**src/rtl/clock24_ctrl.sv**
```systemverilog
// 24-hour BCD clock with debounced MODE/UP buttons and set modes.
// Optional: define AUTO_REPEAT_EN for held-UP auto-repeat in set modes.
module clock24_ctrl (
  input  logic       CLK,
  input  logic       RST,
  input  logic       CE10,
  input  logic       BTN_MODE,
  input  logic       BTN_UP,
  output logic [7:0] HOUR,
  output logic [7:0] MIN,
  output logic [7:0] SEC,
  output logic [1:0] MODE,
  output logic       BLINK
);

  typedef enum logic [1:0] {
    RUN      = 2'b00,
    SET_HOUR = 2'b01,
    SET_MIN  = 2'b10
  } mode_t;

  localparam int BM = 0;
  localparam int BU = 1;

  mode_t       mode;
  logic [1:0]  sync1;
  logic [1:0]  sync2;
  logic [1:0]  lvl;
  logic [1:0]  dcnt [2];
  logic [1:0]  ev;
  logic [6:0]  presc;
  logic [4:0]  bcnt;
  logic [7:0]  hour;
  logic [7:0]  min;
  logic [7:0]  sec;
  logic        blink;
  logic        mode_ev;
  logic        up_ev;
  logic        sec_tick;
  logic [1:0]  btn;

  assign btn = {BTN_UP, BTN_MODE};

  function automatic logic [7:0] inc60(input logic [7:0] v);
    logic [7:0] r;
    if (v[3:0] == 4'd9) begin
      if (v[7:4] == 4'd5) r = 8'h00;
      else r = {v[7:4] + 4'd1, 4'd0};
    end else begin
      r = {v[7:4], v[3:0] + 4'd1};
    end
    return r;
  endfunction

  function automatic logic [7:0] inc24(input logic [7:0] v);
    logic [7:0] r;
    if (v == 8'h23) r = 8'h00;
    else if (v[3:0] == 4'd9) r = {v[7:4] + 4'd1, 4'd0};
    else r = {v[7:4], v[3:0] + 4'd1};
    return r;
  endfunction

  // Sync, then debounce on CE10: 3 equal differing samples flip the level.
  always_ff @(posedge CLK or posedge RST) begin
    if (RST) begin
      sync1   <= 2'b00;
      sync2   <= 2'b00;
      lvl     <= 2'b00;
      dcnt[0] <= 2'd0;
      dcnt[1] <= 2'd0;
      ev      <= 2'b00;
    end else begin
      sync1 <= btn;
      sync2 <= sync1;
      ev    <= 2'b00;
      for (int i = 0; i < 2; i++) begin
        if (CE10) begin
          if (sync2[i] != lvl[i]) begin
            if (dcnt[i] == 2'd2) begin
              lvl[i]  <= sync2[i];
              dcnt[i] <= 2'd0;
              ev[i]   <= sync2[i];
            end else begin
              dcnt[i] <= dcnt[i] + 2'd1;
            end
          end else begin
            dcnt[i] <= 2'd0;
          end
        end
      end
    end
  end

`ifdef AUTO_REPEAT_EN
  logic [5:0] rcnt;
  logic       rep_ev;

  // First repeat 50 CE10 after press, then every 10 while held.
  always_ff @(posedge CLK or posedge RST) begin
    if (RST) begin
      rcnt   <= 6'd0;
      rep_ev <= 1'b0;
    end else begin
      rep_ev <= 1'b0;
      if (!lvl[BU] || mode == RUN) begin
        rcnt <= 6'd0;
      end else if (CE10) begin
        if (rcnt == 6'd49) begin
          rcnt   <= 6'd40;
          rep_ev <= 1'b1;
        end else begin
          rcnt <= rcnt + 6'd1;
        end
      end
    end
  end

  assign up_ev = ev[BU] | rep_ev;
`else
  assign up_ev = ev[BU];
`endif

  assign mode_ev  = ev[BM];
  assign sec_tick = CE10 && (mode == RUN) && (presc == 7'd99);

  always_ff @(posedge CLK or posedge RST) begin
    if (RST) begin
      mode  <= RUN;
      presc <= 7'd0;
      bcnt  <= 5'd0;
      hour  <= 8'h00;
      min   <= 8'h00;
      sec   <= 8'h00;
      blink <= 1'b1;
    end else begin
      if (mode == RUN && CE10) begin
        presc <= (presc == 7'd99) ? 7'd0 : presc + 7'd1;
      end
      if (sec_tick) begin
        sec <= inc60(sec);
        if (sec == 8'h59) begin
          min <= inc60(min);
          if (min == 8'h59) hour <= inc24(hour);
        end
      end
      unique case (mode)
        RUN: begin
          blink <= 1'b1;
          bcnt  <= 5'd0;
          if (mode_ev) begin
            mode  <= SET_HOUR;
            presc <= 7'd0;
          end
        end
        SET_HOUR, SET_MIN: begin
          presc <= 7'd0;
          if (mode_ev) begin
            blink <= 1'b1;
            bcnt  <= 5'd0;
            if (mode == SET_HOUR) begin
              mode <= SET_MIN;
            end else begin
              mode <= RUN;
              sec  <= 8'h00;
            end
          end else begin
            if (up_ev) begin
              if (mode == SET_HOUR) hour <= inc24(hour);
              else min <= inc60(min);
            end
            if (CE10) begin
              if (bcnt == 5'd24) begin
                bcnt  <= 5'd0;
                blink <= ~blink;
              end else begin
                bcnt <= bcnt + 5'd1;
              end
            end
          end
        end
        default: mode <= RUN;
      endcase
    end
  end

  assign HOUR  = hour;
  assign MIN   = min;
  assign SEC   = sec;
  assign MODE  = mode;
  assign BLINK = blink;

endmodule

```
**config.mk**
```make
export PLATFORM = sky130hd
export DESIGN_NAME = clock24_ctrl
export DESIGN_NICKNAME = d
export VERILOG_FILES = /design/src/rtl/clock24_ctrl.sv
export SDC_FILE = /design/constraint.sdc
export NUM_CORES = 1
export LEC_CHECK = 0
export CELL_PAD_IN_SITES_DETAIL_PLACEMENT = 1
export CELL_PAD_IN_SITES_GLOBAL_PLACEMENT = 1
export CORE_ASPECT_RATIO = 0.5
export CORE_MARGIN = 2
export CORE_UTILIZATION = 30
export DETAILED_ROUTE_END_ITERATION = 7
export GPL_ROUTABILITY_DRIVEN = 0
export PLACE_DENSITY = 0.62
export RECOVER_POWER = 25
export SYNTH_ARGS = -nofsm -noshare
export SYNTH_HDL_FRONTEND = slang
export SYNTH_SLANG_ARGS = --single-unit
```
**constraint.sdc**
```tcl
create_clock -name CLK -period 6.1 [get_ports CLK]
set_clock_uncertainty 0.2 [all_clocks]
set_input_delay 0.61 -clock CLK [delete_from_list [all_inputs] [get_ports CLK]]
set_output_delay 0.61 -clock CLK [all_outputs]
set_load 0.02 [all_outputs]
```
==> results.md <==
* Vias at 1922
* CP Data Required Time at 5.70 ns
* Failing checks: capacitance limit, slew limit
* Register area share after synthesis at 50.2%
* Crit path kind: in -> async
* Worst skew pair latency at 0.30 ns
* Final hold vios at 0
* Yosys top cell by area: dfrtp_1
* Status: finished with violations
* Max-cap violations at 1
* Peak supply drop at 0.000112 V
* DRT iter0 DRCs at 57
* Synth warn at 0
* Clock transition at the registers of the reported paths at 0.07 ns
* Crit path DAT at 3.18 ns
* Fin util at 38.4%
* Hold Path Origin: sync1[0]
* Die Y-Extent at 69.1 um
* Final period utilization at 58.6%
* Chip Width at 134 um
* Maximum operating frequency at 0.280 GHz
* Total nets after synthesis at 265
* Placed cell count at 390
* Layout cell share with drive strength beyond 1 at 6.64%
* Initial Util at 31.3%
* Yosys reg bits at 51
* Wire per inst at 14.2 um
* Io pins at 32
* Htree depth at 2
* Core Area at 0.00812 mm^2
* Hpwl dp at 4010 um
* Post-Synthesis Cells at 249
* Hold WS at 0.151 ns
* Hold buffer count at cts at 0
* Final net count at 301
* Grt ovf at 0
* Largest net degree at the start of global routing at 52
* Endpoints failing setup at 0
* Synthesized-area fraction occupied by xor and xnor cells at 6.55%
* Worst Setup Start Kind: input pin
* Synth Area in Compound Gates at 11.0%
* Cts repair resizes at 0
* FFs w/ async S/R, synth at 100%
* Top cell type's share of synthesized area at 49.2%
* First-pass GRT wire length at 9920 um
* Clk sinks at 51
* Setup crit end kind: asynchronous set/reset pin
* Overall Power at 993 uW
* DIE AREA at 0.00927 mm^2
* EDFF count, synth at 0
* Avg Cell Area, Syn at 10.2 um^2
* Dominant cells by area after synthesis: dfrtp_1 (49%), ha_1 (5.4%), xnor2_1 (3.8%), nor2_1 (3.2%), o21ai_0 (3.1%)
* GR Util All Layers at 13.4%
* Largest family of logic cells by synthesized area: simple AND/OR/NAND/NOR gates
* Diode count at 0
* Fill cell count at 932
* Max Root-Sink Buffers at 2
* Synth-to-layout area growth at 22.6%
* LEAKAGE at 0.00130 uW
* DRC at 0
* Post-Synth Simple-Gate Area at 21.4%
* Final Non-Filler Cells at 398
* Fin Setup TNS at 0 ns
* Final Slew Violations at 52
* Clock period minus worst slack at 3.58 ns
* Mapped Area at 0.00254 mm^2
* Mux share of post-synthesis cell area at 2.21%
* Final wirelength at 5640 um
* Power per standard cell area at 319 mW/mm^2
* Vias per cell at 4.83
* Routed Antenna Nets at 0
* Post-synthesis adder-cell area fraction at 5.41%
* Critical path startpoint: RST
* Vias in the first global route at 2074
* Worst Path Max Fanout at 51
* Hold Crit Class: reg -> reg
* First drt pass iteration count at 4
* Num CTS Buffers at 5
* Setup Fix Bufs, Post-CTS at 0
* Antenna violations before repair at 0
* Worst-Margin Slew at 2.79 ns
* Buffers on Ports at 31
* Rows at 23
* RSZ-0062 raised after global routing: no
* Max_slew headroom at -86.1%
* Reg2Reg Launch Point: MODE[0]
* Post-synth cell types at 43
* Main synth FF type: dfrtp_1
* CTS tree: yes
* Clk root buf: clkbuf_16
report_power, final:
group          internal (uW)  switching (uW)  total, uW
clock network            152             131        283
registers                387            50.5        438
logic                    118             155        272
cell usage after synthesis, drive strengths merged (2+ instances only):
cell,n
dfrtp,50
nor2,22
nand2,21
o21ai,18
inv,16
nand3,12
ha,11
xnor2,11
a21oi,10
nor3,10
xor2,8
a21o,5
mux2,5
nor2b,5
nor3b,5
nand3b,4
nand4,4
and3,3
nor4bb,3
o31ai,3
a31oi,2
buf,2
nand2b,2
o22ai,2
or4b,2
path summary, 6_finish.rpt:
| kind | slack [ns] | to | cells after the start |
|---|---|---|---|
| max reg2reg | 3.65 | MIN[3] | 7 |
| min | 0.15 | sync2[0] | 0 |
| min in group asynchronous | 1.61 | HOUR[3] | 3 |
| max in group CLK | 3.39 | MIN[3] | 6 |
| min reg2reg | 0.15 | sync2[0] | 0 |
| max | 2.52 | SEC[6] | 3 |
worst max-delay path: stages:
cell and delay [ns]:
dlygate4sd3_1 0.54, clkinv_1 0.05, clkbuf_1 1.98
registers in the layout, indices dropped and copies added (netlist names):
name   cells
HOUR       8
MIN        8
SEC        8
presc      7
bcnt       5
dcnt       4
MODE       2
ev         2
lvl        2
sync1      2
sync2      2
BLINK      1
area by class of cell:
class	instances	area, um^2	area share [%]
tap	112	140	4.50
timing repair buffer	32	314	10.1
clock buffer	6	129	4.13
inverter	16	60.1	1.93
sequential	51	1280	41.0
multi-input combinational	179	1180	38.0
clock inverter	2	12.5	0.401
per-layer routing:
layer / up-vias / global-route usage (%) / part of all wire (%)
met4: 0 / 4.21 / 1.4
met5: - / 0 / 0
li1: 934 / - / -
met2: 21 / 21.8 / 46
met1: 959 / 17.4 / 49
met3: 8 / 3.83 / 3.0
cell families (layout without fill, tap and decap cells):
kind of cell,count (synthesis),in the layout
fa+ha+maj,11,11
compound gates,46,46
flops,51,51
mux,5,5
xor+xnor,19,19
simple gates,98,98
buf+inv,19,56
metrics by stage:
stage | instance area [um^2] | worst slack, ns
finish | 3120 | 2.52
global route | 3120 | 1.79
CTS | 3120 | 3.38
detailed placement | 2980 | 3.06
global placement | 2980 | 3.17
floorplan | 2540 | 3.88
layout by cell type, fill, tap and decap left out, types with 3 or more instances in the layout:
| master | Yosys | layout |
|---|---|---|
| ha_1 | 11 | 11 |
| nand2_1 | 21 | 21 |
| nor2b_1 | 5 | 5 |
| mux2_2 | 5 | 5 |
| xor2_1 | 8 | 8 |
| o21ai_0 | 16 | 16 |
| xnor2_1 | 11 | 11 |
| a21oi_1 | 10 | 10 |
| nand3_1 | 12 | 12 |
| nand4_1 | 3 | 3 |
| clkbuf_16 | 0 | 5 |
| nor4bb_1 | 3 | 3 |
| nor2_1 | 22 | 22 |
| nand3b_1 | 4 | 4 |
| dlygate4sd3_1 | 0 | 3 |
| inv_1 | 16 | 15 |
| dfrtp_1 | 50 | 50 |
| nor3_1 | 9 | 9 |
| a21o_1 | 5 | 5 |
| and3_1 | 3 | 3 |
| clkdlybuf4s50_1 | 0 | 28 |
| nor3b_1 | 5 | 5 |
Note: power is estimated with default switching activity, not from simulation.
